### config.mk
export PLATFORM = sky130hd
export DESIGN_NAME = sonar_scheduler
export DESIGN_NICKNAME = d
export VERILOG_FILES = /design/src/rtl/sonar_pkg.sv /design/src/rtl/sonar_scheduler_us_tick.sv /design/src/rtl/sonar_scheduler.sv
export SDC_FILE = /design/constraint.sdc
export NUM_CORES = 1
export LEC_CHECK = 0
export CAP_MARGIN = 20
export CORE_AREA = 10 10 85 80
export DETAILED_ROUTE_END_ITERATION = 7
export DIE_AREA = 0 0 95 90
export PLACE_DENSITY = 0.77
export SYNTH_ARGS = -nofsm -noshare
export SYNTH_HDL_FRONTEND = slang
export SYNTH_SLANG_ARGS = --single-unit
### constraint.sdc
create_clock -name clk -period 3.29 [get_ports clk]
set_input_delay 0.658 -clock clk [delete_from_list [all_inputs] [get_ports clk]]
set_output_delay 0.658 -clock clk [all_outputs]
set_load 0.05 [all_outputs]
### src/rtl/sonar_pkg.sv
// Shared types and widths for the sonar ranging scheduler.
package sonar_pkg;

    typedef enum logic [2:0] {
        IDLE      = 3'd0,
        TRIG      = 3'd1,
        WAIT_RISE = 3'd2,
        MEASURE   = 3'd3,
        GUARD     = 3'd4
    } sched_state_t;

    localparam int               RESULT_W   = 12;
    localparam logic [RESULT_W-1:0] RESULT_MAX = 12'd4095;
    localparam int               US_CNT_W   = 16;

endpackage

### src/rtl/sonar_scheduler_us_tick.sv
// Microsecond timebase: one-clk tick every CLK_PER_US clocks, free-running from reset.
module us_tick #(
    parameter int CLK_PER_US = 40
) (
    input  logic clk,
    input  logic reset,
    output logic tick
);

    localparam int PW = (CLK_PER_US > 1) ? $clog2(CLK_PER_US) : 1;
    localparam logic [PW-1:0] RELOAD = PW'(CLK_PER_US - 1);

    logic [PW-1:0] cnt;

    always_ff @(posedge clk or posedge reset) begin
        if (reset) begin
            cnt <= '0;
        end else if (cnt == '0) begin
            cnt <= RELOAD;
        end else begin
            cnt <= cnt - PW'(1);
        end
    end

    assign tick = (cnt == '0);

endmodule

### src/rtl/sonar_scheduler.sv
// Round-robin HC-SR04 ping sequencer: fires one channel at a time and reports echo width in us.
//
//  state     | meaning
//  ----------+-------------------------------------------------------------
//  IDLE      | no ping in progress, waiting for enable and a non-empty mask
//  TRIG      | trig pin of the selected channel held high for TRIG_US
//  WAIT_RISE | waiting for a fresh echo rising edge, bounded by RISE_TO_US
//  MEASURE   | counting us while echo is high, bounded by ECHO_TO_US
//  GUARD     | acoustic quiet time before the next ping
module sonar_scheduler
    import sonar_pkg::*;
#(
    parameter int CLK_PER_US  = 40,
    parameter int NUM_SENSORS = 4,
    parameter int TRIG_US     = 20,
    parameter int RISE_TO_US  = 1000,
    parameter int ECHO_TO_US  = 40000,
    parameter int GUARD_US    = 10000,
    localparam int CH_W = (NUM_SENSORS > 1) ? $clog2(NUM_SENSORS) : 1
) (
    input  logic                   clk,
    input  logic                   reset,
    input  logic                   enable,
    input  logic [NUM_SENSORS-1:0] sensor_mask,
    input  logic [NUM_SENSORS-1:0] echo,
    output logic [NUM_SENSORS-1:0] trig,
    output logic [RESULT_W-1:0]    result,
    output logic [CH_W-1:0]        result_id,
    output logic                   result_valid,
    output logic                   result_timeout,
    output logic                   busy
);

    localparam logic [US_CNT_W-1:0] TRIG_TC  = US_CNT_W'(TRIG_US);
    localparam logic [US_CNT_W-1:0] RISE_TC  = US_CNT_W'(RISE_TO_US);
    localparam logic [US_CNT_W-1:0] ECHO_TC  = US_CNT_W'(ECHO_TO_US);
    localparam logic [US_CNT_W-1:0] GUARD_TC = US_CNT_W'(GUARD_US);

    sched_state_t          state;
    logic [CH_W-1:0]       ch;
    logic [US_CNT_W-1:0]   us_cnt;
    logic                  tick;
    logic [NUM_SENSORS-1:0] echo_s1, echo_s2, echo_d;
    logic                  echo_rise, echo_fall;
    logic                  start_ok;
    logic [RESULT_W-1:0]   width_sat;

    // First set mask bit strictly after cur, wrapping; a lone bit at cur selects cur again.
    function automatic logic [CH_W-1:0] next_channel(input logic [CH_W-1:0] cur,
                                                     input logic [NUM_SENSORS-1:0] mask);
        logic [CH_W-1:0] pick;
        logic [CH_W-1:0] idx;
        pick = cur;
        for (int i = NUM_SENSORS; i >= 1; i--) begin
            idx = CH_W'((int'(cur) + i) % NUM_SENSORS);
            if (mask[idx]) pick = idx;
        end
        return pick;
    endfunction

    us_tick #(.CLK_PER_US(CLK_PER_US)) u_us_tick (
        .clk   (clk),
        .reset (reset),
        .tick  (tick)
    );

    always_ff @(posedge clk or posedge reset) begin
        if (reset) begin
            echo_s1 <= '0;
            echo_s2 <= '0;
            echo_d  <= '0;
        end else begin
            echo_s1 <= echo;
            echo_s2 <= echo_s1;
            echo_d  <= echo_s2;
        end
    end

    assign echo_rise = echo_s2[ch] & ~echo_d[ch];
    assign echo_fall = ~echo_s2[ch] & echo_d[ch];
    assign start_ok  = enable & (|sensor_mask);
    assign width_sat = (|us_cnt[US_CNT_W-1:RESULT_W]) ? RESULT_MAX : us_cnt[RESULT_W-1:0];

    always_ff @(posedge clk or posedge reset) begin
        if (reset) begin
            state          <= IDLE;
            ch             <= CH_W'(NUM_SENSORS - 1);
            us_cnt         <= '0;
            result         <= '0;
            result_id      <= '0;
            result_valid   <= 1'b0;
            result_timeout <= 1'b0;
        end else begin
            result_valid <= 1'b0;
            if (tick) us_cnt <= us_cnt + US_CNT_W'(1);
            case (state)
                IDLE: begin
                    us_cnt <= '0;
                    if (start_ok) begin
                        ch    <= next_channel(ch, sensor_mask);
                        state <= TRIG;
                    end
                end
                TRIG: begin
                    if (us_cnt == TRIG_TC) begin
                        us_cnt <= '0;
                        state  <= WAIT_RISE;
                    end
                end
                WAIT_RISE: begin
                    if (echo_rise) begin
                        us_cnt <= '0;
                        state  <= MEASURE;
                    end else if (us_cnt == RISE_TC) begin
                        result         <= '0;
                        result_id      <= ch;
                        result_timeout <= 1'b1;
                        result_valid   <= 1'b1;
                        us_cnt         <= '0;
                        state          <= GUARD;
                    end
                end
                MEASURE: begin
                    // Fall is checked first so a fall coinciding with the limit is a good reading.
                    if (echo_fall) begin
                        result         <= width_sat;
                        result_id      <= ch;
                        result_timeout <= 1'b0;
                        result_valid   <= 1'b1;
                        us_cnt         <= '0;
                        state          <= GUARD;
                    end else if (us_cnt == ECHO_TC) begin
                        result         <= RESULT_MAX;
                        result_id      <= ch;
                        result_timeout <= 1'b1;
                        result_valid   <= 1'b1;
                        us_cnt         <= '0;
                        state          <= GUARD;
                    end
                end
                GUARD: begin
                    if (us_cnt == GUARD_TC) begin
                        us_cnt <= '0;
                        if (start_ok) begin
                            ch    <= next_channel(ch, sensor_mask);
                            state <= TRIG;
                        end else begin
                            state <= IDLE;
                        end
                    end
                end
                default: begin
                    us_cnt <= '0;
                    state  <= IDLE;
                end
            endcase
        end
    end

    // Decoded from state so an async reset drops the pin without waiting for a clock.
    assign trig = (state == TRIG) ? (NUM_SENSORS'(1) << ch) : '0;
    assign busy = (state != IDLE);

endmodule

==> results.toml <==
[worst_setup_path]
slowest_stage = "clkdlybuf4s50_1"
r2r_cells = 8
required_ps = 2630
cp-end-kind = "output pin"
start_kind = "flip-flop"
cp-startpoint = "state[0]$_DFFE_PP0P_"
reg2reg_from = "us_cnt[0]$_DFF_PP0_"
path_cells = "nor3b_1, and2_1, clkdlybuf4s50_1"
path_class = "reg -> out"
regToRegSetupSlack_ps = 660
crit_arrival_ps = 2440
critPathMaxStageDelay_ps = 800
worstPathMaxFanout = 9
r2r-end = "us_cnt[1]$_DFF_PP0_"
crit_end = "trig[3]"

[placed_design]
pre_cts_ws_ps = 512
portBuffers = 31
gp_congestion = 0.901
hpwlAfterDp_mm = 3.87

[finish]
drive_gt1_frac = 0.0997
n_antenna_cell = 0
mostFrequentLayoutCell = "dfrtp_1"
fillers = 416
area_delta_synth_final_pct = 17.1
final_cell_mix = "dfrtp_1, nor2_1, clkdlybuf4s50_1"
nets = 308

[drt]
vias_per_cell = 5.50
route.vias.total = 1968
drt_iter0_drc = 113
antenna_left = 0
wl_mm = 5.34
firstDrtPassIters = 4
drc_errors = 0
wl_per_cell_um = 14.9

[sta]
setup_ws_ps = 191
min_period_over_period = 0.942
drv_slew = 0
rsz0062_at_grt = "no"
period_minus_slack_ps = 3100
final-hold-violation-count = 0
setup_violations = 0
setup-tns-final_ps = 0
maxSlewHeadroom = 0.547
worst_pin_slew_ps = 677
skew_ps = 10.5
fmax_mhz = 323

[logic_synthesis]
synth-seq-cells = 55
syn-num-nets = 278
ys_dominant_reg_cell = "dfrtp_1"
synth-edff-count = 0
syn_area_per_cell_um2 = 10.4
syn-instance-count = 260
synth_async_sr_flop_share = 1.00
ys_warn_count = 0
seq_area_frac_synth = 0.509
ys_types = 45
synth_area_um2 = 2710

[floorplanning]
die-area_um2 = 8550
std_cell_rows = 25
start_util = 0.535
die_h_um = 90
io_pins = 32
dieWidth_um = 95
design.core.area_um2 = 5070

[worst_hold_path]
min_path_cells = 0
hp-class = "reg -> reg"

[grt]
overflow = 0
track_usage = 0.128
antenna_found_initial = 0
grt_first_pass_wirelength_mm = 9.07
grt_max_degree = 56
grt_pass1_vias = 1900

[power_and_ir_drop]
p_leak_nw = 1.33
p_per_area_nw_per_um2 = 791
ir_drop_uv = 586

[job]
max_cap_violations = 0

[clocking]
cts-root-buf = "clkbuf_8"
cts_tree = "built"
ctsResizeCount = 0
clockBufferDepth = 2
clkSlewWorstSetupHoldPaths_ps = 110
numClockSinks = 55
numCtsBuffers = 5
clk_latency_ps = 310
postCtsSetupBuffers = 0
cts.htree.levels = 2
ctsHoldBuffers = 0

[status]
status = "finished, final reports clean"
kinds of logic (layout without fill, tap and decap cells):
group,Yosys count,count (layout),share of synthesized area
AND/OR/NAND/NOR,115,115,0.224
flip-flops,55,55,0.509
buffers and inverters,26,57,0.0411
XOR/XNOR,18,18,0.0582
AO/OA/AOI/OAI,29,29,0.0813
adder cells (fa/ha/maj),7,7,0.0323
multiplexers,10,10,0.0545
stage by stage:
stage	instance area, um2	power, mW	utilization	instances	hold slack, ps
floorplan	2710	1.79	-	260	331
CTS	3170	2.54	0.626	358	361
detailed placement	3080	2.14	0.607	350	335
global route	3170	2.66	0.626	358	370
global placement	3080	2.12	0.607	350	335
finish	3170	2.51	0.626	358	359
layer usage:
| metal | part of all wire | track usage | vias up |
|---|---|---|---|
| li1 | - | - | 956 |
| met2 | 0.49 | 0.208 | 46 |
| met1 | 0.45 | 0.161 | 962 |
| met4 | 0.0092 | 0.0374 | 0 |
| met3 | 0.054 | 0.0357 | 4 |
| met5 | 0 | 0 | - |
worst max-delay path: cells and delay by family, from the launching register on:
| family | cells | cell delay [ps] |
|---|---|---|
| and+or+nand+nor | 2 | 820 |
| buffers and inverters | 1 | 800 |
| DFF | 1 | 510 |
final cells by class:
class / instances / area, um2 / share of cell area
Clock buffer: 5 / 68.8 / 0.0217
Clock inverter: 3 / 28.8 / 0.00907
Inverter: 14 / 52.6 / 0.0166
Multi-Input combinational cell: 179 / 1220 / 0.384
Sequential cell: 55 / 1380 / 0.435
Tap cell: 67 / 83.8 / 0.0264
Timing Repair Buffer: 35 / 340 / 0.107
synth_stat cells, types with 2 or more instances:
master / count / area [um2]
inv_1: 14 / 52.6
buf_2: 2 / 10.0
nor2b_1: 5 / 31.3
nand3_1: 6 / 30.0
nor4_1: 4 / 25.0
mux4_2: 3 / 67.6
ha_1: 7 / 87.6
dfstp_2: 2 / 52.6
nor3_1: 12 / 60.1
o2bb2ai_1: 12 / 105
nand2b_1: 2 / 12.5
or3_1: 2 / 12.5
nand4_1: 5 / 31.3
mux2_2: 4 / 45.0
and2_1: 7 / 43.8
nor3b_1: 2 / 15.0
nor2_1: 40 / 150
xnor2_1: 15 / 131
nand2_1: 16 / 60.1
or4b_1: 2 / 20.0
a21oi_1: 3 / 15.0
nand4b_1: 2 / 17.5
clkbuf_1: 8 / 30.0
or2_2: 2 / 12.5
mux2i_1: 2 / 20.0
o41ai_1: 3 / 26.3
dfrtp_1: 53 / 1330
or4_1: 2 / 15.0
o21ai_0: 5 / 25.0
xor2_1: 3 / 26.3
how the worst min path moves through the flow:
stage | from | endpoint | slack (ps)
after detailed placement | echo_s1[3]$_DFF_PP0_ | echo_s2[3]$_DFF_PP0_ | 330
after floorplan | echo_s1[0]$_DFF_PP0_ | echo_s2[0]$_DFF_PP0_ | 330
final | echo_s1[3]$_DFF_PP0_ | echo_s2[3]$_DFF_PP0_ | 360
after CTS | echo_s1[3]$_DFF_PP0_ | echo_s2[3]$_DFF_PP0_ | 360
after global routing | echo_s1[0]$_DFF_PP0_ | echo_s2[0]$_DFF_PP0_ | 370
after global placement | echo_s1[1]$_DFF_PP0_ | echo_s2[1]$_DFF_PP0_ | 340
state kept, by name (all words and copies together) (netlist names):
| register | cells |
|---|---|
| result_valid | 1 |
| state | 3 |
| echo_d | 4 |
| echo_s1 | 4 |
| echo_s2 | 4 |
| ch | 2 |
| us_cnt | 16 |
| result_timeout | 1 |
| u_us_tick.cnt | 6 |
| result_id | 2 |
| result | 12 |
power breakdown:
| group | internal [mW] | total, mW | switching [mW] |
|---|---|---|---|
| sequential | 0.808 | 0.933 | 0.125 |
| combinational | 0.458 | 1.18 | 0.719 |
| clock | 0.161 | 0.400 | 0.239 |
| total | 1.43 | 2.51 | 1.08 |
No activity file was read; power rests on OpenSTA's default activity.
